## src/rtl/uart_rx.sv

```systemverilog
// 8N1 UART receiver: two-flop input synchronizer, mid-bit sampling FSM,
// registered byte/valid/frame-error outputs with break detection.
module uart_rx #(
  parameter int CLKS_PER_BIT = 414
) (
  input  logic       CLKIN,
  input  logic       RESETN,
  input  logic       rx,
  output logic [7:0] data,
  output logic       valid,
  output logic       frame_err,
  output logic       busy
);

  localparam int CNT_W = $clog2(CLKS_PER_BIT);
  localparam int HALF  = CLKS_PER_BIT / 2;
  localparam logic [CNT_W-1:0] CNT_HALF = CNT_W'(HALF - 1);
  localparam logic [CNT_W-1:0] CNT_LAST = CNT_W'(CLKS_PER_BIT - 1);

  typedef enum logic [2:0] {
    IDLE  = 3'd0,
    START = 3'd1,
    DATA  = 3'd2,
    STOP  = 3'd3,
    BRK   = 3'd4
  } state_t;

  logic             rx_meta_r;
  logic             rx_sync_r;
  state_t           state_r, state_s;
  logic [CNT_W-1:0] cnt_r, cnt_s;
  logic [2:0]       idx_r, idx_s;
  logic [7:0]       sh_r, sh_s;
  logic [7:0]       data_r, data_s;
  logic             valid_r, valid_s;
  logic             ferr_r, ferr_s;
  logic             busy_r, busy_s;

  // Bring the asynchronous line into the CLKIN domain; idles high.
  always_ff @(posedge CLKIN or negedge RESETN) begin
    if (!RESETN) begin
      rx_meta_r <= 1'b1;
      rx_sync_r <= 1'b1;
    end else begin
      rx_meta_r <= rx;
      rx_sync_r <= rx_meta_r;
    end
  end

  // State and output registers.
  always_ff @(posedge CLKIN or negedge RESETN) begin
    if (!RESETN) begin
      state_r <= IDLE;
      cnt_r   <= '0;
      idx_r   <= 3'd0;
      sh_r    <= 8'h00;
      data_r  <= 8'h00;
      valid_r <= 1'b0;
      ferr_r  <= 1'b0;
      busy_r  <= 1'b0;
    end else begin
      state_r <= state_s;
      cnt_r   <= cnt_s;
      idx_r   <= idx_s;
      sh_r    <= sh_s;
      data_r  <= data_s;
      valid_r <= valid_s;
      ferr_r  <= ferr_s;
      busy_r  <= busy_s;
    end
  end

  // Next-state logic: bit timing, data capture and framing decisions.
  always_comb begin
    state_s = state_r;
    cnt_s   = cnt_r;
    idx_s   = idx_r;
    sh_s    = sh_r;
    case (state_r)
      IDLE: begin
        if (!rx_sync_r) begin
          state_s = START;
          cnt_s   = '0;
        end else begin
          state_s = IDLE;
        end
      end
      START: begin
        if (cnt_r == CNT_HALF) begin
          cnt_s = '0;
          if (!rx_sync_r) begin
            state_s = DATA;
            idx_s   = 3'd0;
          end else begin
            state_s = IDLE;
          end
        end else begin
          cnt_s = cnt_r + CNT_W'(1);
        end
      end
      DATA: begin
        if (cnt_r == CNT_LAST) begin
          cnt_s       = '0;
          sh_s[idx_r] = rx_sync_r;
          if (idx_r == 3'd7) begin
            state_s = STOP;
          end else begin
            idx_s = idx_r + 3'd1;
          end
        end else begin
          cnt_s = cnt_r + CNT_W'(1);
        end
      end
      STOP: begin
        if (cnt_r == CNT_LAST) begin
          cnt_s   = '0;
          state_s = rx_sync_r ? IDLE : BRK;
        end else begin
          cnt_s = cnt_r + CNT_W'(1);
        end
      end
      BRK: begin
        // One frame error per low period: stay here until the line recovers.
        if (rx_sync_r) begin
          state_s = IDLE;
        end else begin
          state_s = BRK;
        end
      end
      default: begin
        state_s = IDLE;
        cnt_s   = '0;
        idx_s   = 3'd0;
      end
    endcase
  end

  // Output decode: strobes come from the stop-bit sample edge.
  always_comb begin
    data_s  = data_r;
    valid_s = 1'b0;
    ferr_s  = 1'b0;
    busy_s  = (state_s != IDLE);
    if ((state_r == STOP) && (cnt_r == CNT_LAST)) begin
      if (rx_sync_r) begin
        valid_s = 1'b1;
        data_s  = sh_r;
      end else begin
        ferr_s = 1'b1;
      end
    end else begin
      valid_s = 1'b0;
    end
  end

  assign data      = data_r;
  assign valid     = valid_r;
  assign frame_err = ferr_r;
  assign busy      = busy_r;

endmodule

```

## config.mk

```make
export PLATFORM = sky130hd
export DESIGN_NAME = uart_rx
export DESIGN_NICKNAME = d
export VERILOG_FILES = /design/src/rtl/uart_rx.sv
export SDC_FILE = /design/constraint.sdc
export NUM_CORES = 1
export LEC_CHECK = 0
export CAP_MARGIN = 25
export CORE_ASPECT_RATIO = 1.75
export CORE_MARGIN = 3
export CORE_UTILIZATION = 30
export DETAILED_ROUTE_END_ITERATION = 6
export PLACE_DENSITY = 0.43
export SLEW_MARGIN = 15
export SYNTH_ARGS = -nofsm -noshare
export SYNTH_HDL_FRONTEND = slang
export SYNTH_SLANG_ARGS = --single-unit
```

## constraint.sdc

```tcl
create_clock -name CLKIN -period 4.1 [get_ports CLKIN]
set_input_delay 0.82 -clock CLKIN [delete_from_list [all_inputs] [get_ports CLKIN]]
set_output_delay 0.82 -clock CLKIN [all_outputs]
set_load 0.03 [all_outputs]
```

-- Word-level counts from Yosys, hierarchy flattened
Index checks and enable logic that the tools add are counted.
- $add $sub $neg: 2
- magnitude comparators: 2
- equal/unequal tests: 12
- muxes and demuxes: 24
- bitwise logic cells: 2
- reductions and logical operators: 10
- operator list (cell ; number):
    9-bit one-hot mux with 4 select lines ; 1
    3-bit two-way mux ; 9
    9-bit two-way mux ; 3
    3-bit one-hot mux with 5 select lines ; 1
    2-bit != test, second input constant ; 5
    9-bit by 1-bit adder with 9-bit output, second input constant ; 1
    9-bit by 8-bit equality test with 1-bit output, second input constant ; 1
    9-bit equality test, second input constant ; 1
    3-bit one-hot mux with 3 select lines ; 1
    8-bit bitwise mux ; 1
    3-bit by 2-bit equality test with 1-bit output, second input constant ; 2
    3-bit equality test, second input constant ; 2
    1-bit two-way mux ; 6
    2-bit AND reduction ; 3
    5-bit AND reduction ; 1
    3-bit by 4-bit less-than comparator with 1-bit output, second input constant ; 1
    3-bit by 1-bit adder with 3-bit output, second input constant ; 1
    1-bit demux with 3-bit select ; 1
    3-bit by 1-bit equality test with 1-bit output, second input constant ; 1
    3-bit by 1-bit greater-or-equal comparator with 1-bit output, second input constant ; 1
    3-bit logical NOT ; 1
    3-bit nonzero test ; 1
    3-bit OR reduction ; 1
    1-bit logical AND ; 2
    other kinds (3) ; 4
- register bits after elaboration: 36
- input bits: 3
- output and inout port bits: 11
- logic and storage cells: 62

-- Depth between registers and ports, before layout
Gate-level depths: netlist of run 1.
- word-level depth: 5
- mapped depth: 6

-- Least setup slack after synthesis of run 1
No wires, ideal clock.
- path kind: register -> register
- start point: reg cnt_r[0]
- end point: reg busy_r, in the netlist busy
- setup time: 139 ps
- arrival: 1787 ps
- path slack: 2174 ps
- stages on the path, launching flop included: 7
- buffers on the path: 0
- period minus slack after synthesis: 1926 ps
- cells stage by stage: dfrtp_1 > inv_1 > ha_1 > nor4bb_1 > a311oi_1 > a211o_1 > or4_1
- word-level cells in the longest chain between the ends: 4
- elaborated cells on any way between the ends: 7
- classes of those cells: 2 x eq/ne; 4 x mux; 1 x reduce/logical
- ends and longest elaborated chain (element ; line ; text):
    from (decl) ; 31 ; logic [CNT_W-1:0] cnt_r, cnt_s;
    from (signal assigned) ; 63 ; cnt_r <= cnt_s;
    9-bit equality test or 9-bit by 8-bit equality test with 1-bit output (tied branches) ; 102, 115, 89 ;
    3-bit two-way mux, on equally long branches ; 115, 102, 89 ;
    3-bit one-hot mux with 5 select lines * ; 79 ; case (state_r)
    via state_s[0] ; 30 ; state_t state_r, state_s;
    3-bit nonzero test * ; 143 ; busy_s = (state_s != IDLE);
    via busy_s ; 37 ; logic busy_r, busy_s;
    to (signal assigned) ; 69 ; busy_r <= busy_s;
    to (decl) ; 37 ;
The timed path passes the listed nets; every way through them passes the cells marked *.
A chain may end at the register's enable or synchronous reset.

-- Worst setup path in the final report of run 1
- start point: reg cnt_r[1]
- end point: reg data_r[7], in the netlist data[7]
- word-level cells in the longest chain between the ends: 3
- ends and longest elaborated chain (element ; line ; text):
    9-bit equality test ; 144 ; if ((state_r == STOP) && (cnt_r == CNT_LAST)) begin
    1-bit logical AND ; 144 ;
    2-bit AND reduction (no source line) ; n/a ;
    to (signal assigned) ; 66 ; data_r <= data_s;
    to (decl) ; 34 ; logic [7:0] data_r, data_s;
Every way passes these cells.

==> results of run 1 <==
## metrics by stage
step           instance area, um^2  setup slack (ns)  hold slack [ns]  utilization (%)
2_1_floorplan                 1800              2.17            0.345                -
3_3_place_gp                  2020              1.96            0.347             35.6
3_5_place_dp                  2020              1.86            0.352             35.6
4_1_cts                       2110              1.85            0.362             37.3
5_1_grt                       2110              1.68            0.367             37.3
6_report                      2110              1.90            0.360             37.3
## worst max-delay path, delay by kind of cell (launching register included)
family	cells	cell delay, ns
DFF	1	0.43
adders and majority gates	1	0.17
buffers and inverters	1	0.08
and+or+nand+nor	3	0.97
muxes	1	0.44
## power by group through the flow
stage | logic, W | clock network [W] | registers (W)
after floorplan | 0.00000197 | 0 | 0.000364
after global placement | 0.0000109 | 0 | 0.000366
after detailed placement | 0.0000113 | 0 | 0.000366
after CTS | 0.0000113 | 0.000281 | 0.000359
after global routing | 0.0000123 | 0.000299 | 0.000359
final | 0.0000105 | 0.000269 | 0.000359
## registers in the layout, summed over array words and instances, names as in the netlist
signal and count:
rx_sync_r 1, state_r 3, idx_r 3, data 8
busy 1, cnt_r 9, frame_err 1, rx_meta_r 1
valid 1, sh_r 8
## cell usage in the layout, fill, tap and decap left out, types with 2 or more instances in the layout
| cell | count |
|---|---|
| inv_1 | 2 |
| clkbuf_8 | 7 |
| nand4_1 | 2 |
| a21oi_1 | 7 |
| ha_1 | 5 |
| nor2b_1 | 5 |
| dfstp_2 | 2 |
| or2_2 | 2 |
| or3b_2 | 2 |
| o21ai_0 | 11 |
| mux2i_1 | 2 |
| nand2_1 | 21 |
| clkdlybuf4s50_1 | 13 |
| nor4_1 | 2 |
| and4b_1 | 3 |
| nor3_1 | 3 |
| a22o_1 | 2 |
| o211ai_1 | 4 |
| dfrtp_1 | 34 |
| nand3_1 | 5 |
| a2111oi_0 | 2 |
| mux2_2 | 17 |
| nor2_1 | 5 |
## cell type report
type                            instances  area (um^2)  area share [%]
Sequential cell                        36          903            42.7
Tap cell                               76         95.1            4.50
Clock buffer                            7         96.3            4.56
Timing Repair Buffer                   14          138            6.51
Inverter                                2         7.51           0.355
Multi-Input combinational cell        120          875            41.4
## layer usage
metal / global-route usage (%) / share of wire (%)
met4: 6.05 / 2.8
met1: 12.8 / 38
met3: 2.81 / 2.3
met2: 23.4 / 57
met5: 0 / 0
## kinds of logic after synthesis
kind of cell / count (synthesis)
DFF: 36
muxes: 19
AOI/OAI and AO/OA: 32
adders and majority gates: 5
and+or+nand+nor: 64
buffers and inverters: 6
## how the worst max path moves through the flow
stage,from,endpoint,slack [ns],cells past startpoint
finish,cnt_r[1],data[7],1.90,6
global route,cnt_r[1],data[7],1.68,6
CTS,cnt_r[1],data[7],1.85,6
detailed placement,cnt_r[1],data[7],1.86,6
global placement,cnt_r[1],sh_r[7],1.96,6
floorplan,cnt_r[0],busy,2.17,6
==> metrics.yaml, run 1 <==
hold_class: "register to register"
synth_most_common_cell: "dfrtp_1"
grt_pass1_wl_mm: 6.61
port_buffers: 13
skew_ns: 0.00589
synth_nets: 170
p_sw_share_pct: 20.2
post_cts_resized: 0
ctsHoldBuffers: 0
reg2reg_slack_ns: 1.90
htree_levels: 2
synth.area.top_cells: "dfrtp_1, mux2_2, nand2_1, ha_1, o21ai_0"
clk_latency_ns: 0.28
gp_congestion: 0.794
synth_compound_area_share_pct: 11.5
cp_slowest_stage_delay_ns: 0.46
holdPathStages: 0
criticalPathCategory: "register to register"
slowest_stage: "nand4_1"
synthArstFlopShare_pct: 100
worstPathRequired_ns: 4.27
final_cells: 255
hold_end: "rx_sync_r"
reg2reg_depth: 6
yosysTopAreaCell: "dfrtp_1"
cp-end-kind: "register"
status: "finished, final reports clean"
crit_fanout: 8
grt_max_degree: 37
final_max_slew_viol_count: 0
ant_nets: 0
synth_warnings: 0
drt-initial-drc-count: 29
drc: 0
syn-cell-area_um2: 1800
p_per_area_nw_per_um2: 302
cts_sinks: 36
r2r-end: "data[7]"
internal_power_w: 0.000509
cts.clk_slew.worst_paths_ns: 0.07
synth_mux_area_share_pct: 11.7
reg2reg_from: "cnt_r[1]"
max-slew-margin-rel_pct: 54.4
via_count: 1284
wl_per_cell_um: 14.8
switching_power_w: 0.000129
clock.fmax_mhz: 455
synth_top_family_by_area: "simple AND/OR/NAND/NOR gates"
drt_first_pass_iters: 4
tns_ns: 0
grtUsageTotal_pct: 12.5
area_delta_synth_final_pct: 17.4
nNetsFinal: 187
initial_core_util_pct: 31.7
syn_inst: 162
cts-buffers-inserted: 5
synth-xor-area-share_pct: 0
synth_seq_area_share_pct: 50.1
antenna_found_initial: 0
post_cts_buffers: 0
antenna_cells: 0
overflow: 0
dieWidth_um: 64.6
worst_pin_slew_ns: 0.677
syn-mean-instance-area_um2: 11.1
rsz0062_at_grt: "false"
core_area_um2: 5680
path_cells: "inv_1 > ha_1 > nand4b_2 > nor2_1 > nand4_1 > mux2_2"
p_total_w: 0.000638
drive_gt1_share_pct: 19.0
yosys.area_share.adder_pct: 3.47
crit_path_start_kind: "register"
period_needed_ns: 2.20
fill_cells: 600
post-route-period-util_pct: 53.6
synth-simple-area-share_pct: 21.8
pwr-share-comb_pct: 1.6
rows: 36
clockRootBuffer: "clkbuf_8"
power.leakage_nw: 0.907
hold_viol: 0
die_h_um: 109
synth.distinct_cells: 44
synthTopCellsByCount: "dfrtp_1, nand2_1, mux2_2, o21ai_0, a21oi_1"
yosysTopAreaCellShare_pct: 47.2
setup_viol: 0
ys_ff_latch: 36
drv_cap: 0
die_area_um2: 7010
io_pins: 14
power.clock.fraction_pct: 42.1
cts_buffer_depth: 2
dp_hpwl_mm: 2.77
place_inst: 248
routed_wl_mm: 3.78
power_frac_seq_pct: 56.3
viasPerCell: 5.04
ys.flop_type: "dfrtp_1"
synth_edf_count: 0
max-vdd-ir-drop_uv: 173
cts_tree: "yes"
worstHoldStart: "rx_meta_r"
crit_arrival_ns: 2.37
grt_pass1_vias: 1330
Note: power is estimated with default switching activity, not from simulation.
==> run 2, diff against run 1 <==
--- a/config.mk
+++ b/config.mk
@@ -10,7 +10,7 @@
 export CORE_MARGIN = 3
 export CORE_UTILIZATION = 30
 export DETAILED_ROUTE_END_ITERATION = 6
-export PLACE_DENSITY = 0.43
+export PLACE_DENSITY = 0.44
 export SLEW_MARGIN = 15
 export SYNTH_ARGS = -nofsm -noshare
 export SYNTH_HDL_FRONTEND = slang
==> constraint.sdc (replaced) <==
create_clock -name CLKIN -period 2 [get_ports CLKIN]
set_input_delay 0.4 -clock CLKIN [delete_from_list [all_inputs] [get_ports CLKIN]]
set_output_delay 0.4 -clock CLKIN [all_outputs]
set_load 0.03 [all_outputs]
==> run 2 against run 1 <==
Net effect:
- clock power rose by 100%
- final cell count rose by 7.1%
- maximum frequency rose by 14%
- utilization rose by 3.1 points
- clock-buffer cell count did not move
- flip-flop and latch count did not move
- die area did not move
- via count rose by 8.3%
- non-clock buffer count rose by 18
- global-route usage rose by 0.43 points
==> metrics.yaml, run 2 (same netlist as run 1, synthesis figures left out) <==
status: "finished, final reports clean"  # unchanged
dp_hpwl_mm: 3.01  # was 2.77 mm
routed_wl_mm: 4.10  # was 3.78 mm
post-route-period-util_pct: 96.5  # was 53.6%
r2r-end: "busy"  # was data[7]
reg2reg_depth: 5  # was 6
fill_cells: 586  # was 600
crit_arrival_ns: 2.08  # was 2.37 ns
cts.clk_slew.worst_paths_ns: 0.07  # about the same
rsz0062_at_grt: "false"  # unchanged
core_area_um2: 5680  # unchanged
switching_power_w: 0.000264  # was 0.000129 W
io_pins: 14  # unchanged
antenna_found_initial: 0  # unchanged
tns_ns: 0  # unchanged
grtUsageTotal_pct: 12.9  # was 12.5%
max-slew-margin-rel_pct: 69.7  # was 54.4%
port_buffers: 13  # unchanged
hold_end: "rx_sync_r"  # unchanged
largest_register: "cnt_r"  # unchanged
clockRootBuffer: "clkbuf_8"  # unchanged
holdPathStages: 0  # unchanged
cts_buffer_depth: 2  # unchanged
drt-initial-drc-count: 27  # was 29
via_count: 1390  # was 1284
cts_tree: "yes"  # unchanged
skew_ns: 0.00699  # was 0.00589 ns
setup_viol: 0  # unchanged
drive_gt1_share_pct: 27.9  # was 19.0%
clk_latency_ns: 0.28  # about the same
crit_path_start_kind: "register"  # unchanged
mostFrequentLayoutCells: "dfrtp_1, nand2_1, buf_4"  # was dfrtp_1, nand2_1, mux2_2
power_frac_seq_pct: 55.9  # was 56.3%
grt_pass1_vias: 1463  # was 1330
viasPerCell: 5.09  # was 5.04
period_needed_ns: 1.93  # was 2.20 ns
power.leakage_nw: 1.00  # was 0.907 nW
p_sw_share_pct: 20.2  # about the same
criticalPathCategory: "register to register"  # unchanged
ant_nets: 0  # unchanged
die_h_um: 109  # unchanged
whs_ns: 0.357  # was 0.360 ns
final_max_slew_viol_count: 0  # unchanged
cts_sinks: 36  # unchanged
antenna_cells: 0  # unchanged
rows: 36  # unchanged
max-vdd-ir-drop_uv: 189  # was 173 uV
p_per_area_nw_per_um2: 571  # was 302 nW/um^2
largest_reg_flops: 9  # unchanged
wl_per_cell_um: 15.0  # was 14.8 um
initial_core_util_pct: 31.7  # unchanged
clock.fmax_mhz: 518  # was 455 MHz
power.clock.fraction_pct: 42.0  # was 42.1%
worstPathRequired_ns: 2.15  # was 4.27 ns
overflow: 0  # unchanged
area_delta_synth_final_pct: 27.2  # was 17.4%
drc: 0  # unchanged
internal_power_w: 0.00105  # was 0.000509 W
reg2reg_slack_ns: 0.07  # was 1.90 ns
crit_fanout: 4  # was 8
dieWidth_um: 64.6  # unchanged
cts-buffers-inserted: 5  # unchanged
drt_first_pass_iters: 4  # unchanged
reg2reg_from: "idx_r[1]"  # was cnt_r[1]
post_cts_buffers: 0  # unchanged
die_area_um2: 7010  # unchanged
mostFrequentLayoutCell: "dfrtp_1"  # unchanged
worstHoldStart: "rx_meta_r"  # unchanged
gp_congestion: 0.841  # was 0.794
pwr-share-comb_pct: 2.1  # was 1.6%
grt_pass1_wl_mm: 6.89  # was 6.61 mm
nNetsFinal: 205  # was 187
grt_max_degree: 37  # unchanged
htree_levels: 2  # unchanged
cp-end-kind: "register"  # unchanged
hold_viol: 0  # unchanged
worst_pin_slew_ns: 0.455  # was 0.677 ns
hold_class: "register to register"  # unchanged
drv_cap: 0  # unchanged
-- run 2: cell types whose count changed in the layout (fill, tap and decap cells not counted), sizes merged --
| cell | change |
|---|---|
| buf | +18 |
-- run 2: timing repair --
item / CTS / global route
hold buffers: 0 / 0
setup endpoints to repair: 0 / 12
gates resized for setup: 0 / 7
-- run 2: cell type report --
type / instances / area (um^2) / share of cell area (%)
clock buffer: 7 / 96.3 / 4.20
inverter: 2 / 7.51 / 0.328
multi-input combinational: 120 / 913 / 39.8
sequential: 36 / 903 / 39.4
tap: 76 / 95.1 / 4.15
timing repair buffer: 32 / 277 / 12.1
-- run 2: worst max path at each step --
stage / slack (ns) / end / depth (start not counted) / from
after global routing: 0.02 / idx_r[0] / 7 / cnt_r[1]
after floorplan: 0.07 / busy / 6 / cnt_r[0]
after CTS: 0.006 / busy / 6 / cnt_r[0]
after detailed placement: 0.03 / busy / 6 / cnt_r[0]
after global placement: 0.07 / cnt_r[8] / 6 / cnt_r[0]
final: 0.07 / busy / 5 / idx_r[1]
-- run 2: worst max-delay path, stage by stage (launching register included) --
cell and delay (ns):
dfrtp_1 0.42, ha_1 0.20, ha_1 0.22, nor3b_1 0.15, a211o_1 0.32, or4_1 0.50
-- run 2: power groups by stage --
| stage | registers [W] | clock network [W] | logic, W |
|---|---|---|---|
| 5_1_grt | 0.000732 | 0.000613 | 0.0000322 |
| 4_1_cts | 0.000732 | 0.000578 | 0.0000291 |
| 2_1_floorplan | 0.000747 | 0 | 0.00000404 |
| 3_3_place_gp | 0.000746 | 0 | 0.0000286 |
| 3_5_place_dp | 0.000746 | 0 | 0.0000290 |
| 6_report | 0.000732 | 0.000550 | 0.0000273 |
-- run 2: per-layer routing --
layer  vias to the layer above  share of wire (%)  global-route usage [%]
li1                        669                  -                       -
met1                       688                 36                    12.3
met2                        21                 59                    25.9
met3                        12                2.1                    2.18
met4                         0                2.3                    6.05
met5                         -                  0                       0
-- run 2: through the flow --
stage / util (%) / setup WS [ns] / std cells / area, um^2 / total power [W]
after global routing: 40.4 / 0.0153 / 273 / 2290 / 0.00138
after detailed placement: 37.9 / 0.0275 / 266 / 2150 / 0.000775
after floorplan: - / 0.0741 / 162 / 1800 / 0.000751
after CTS: 39.6 / 0.00576 / 273 / 2250 / 0.00134
after global placement: 37.9 / 0.0671 / 266 / 2150 / 0.000774
final: 40.4 / 0.0691 / 273 / 2290 / 0.00131
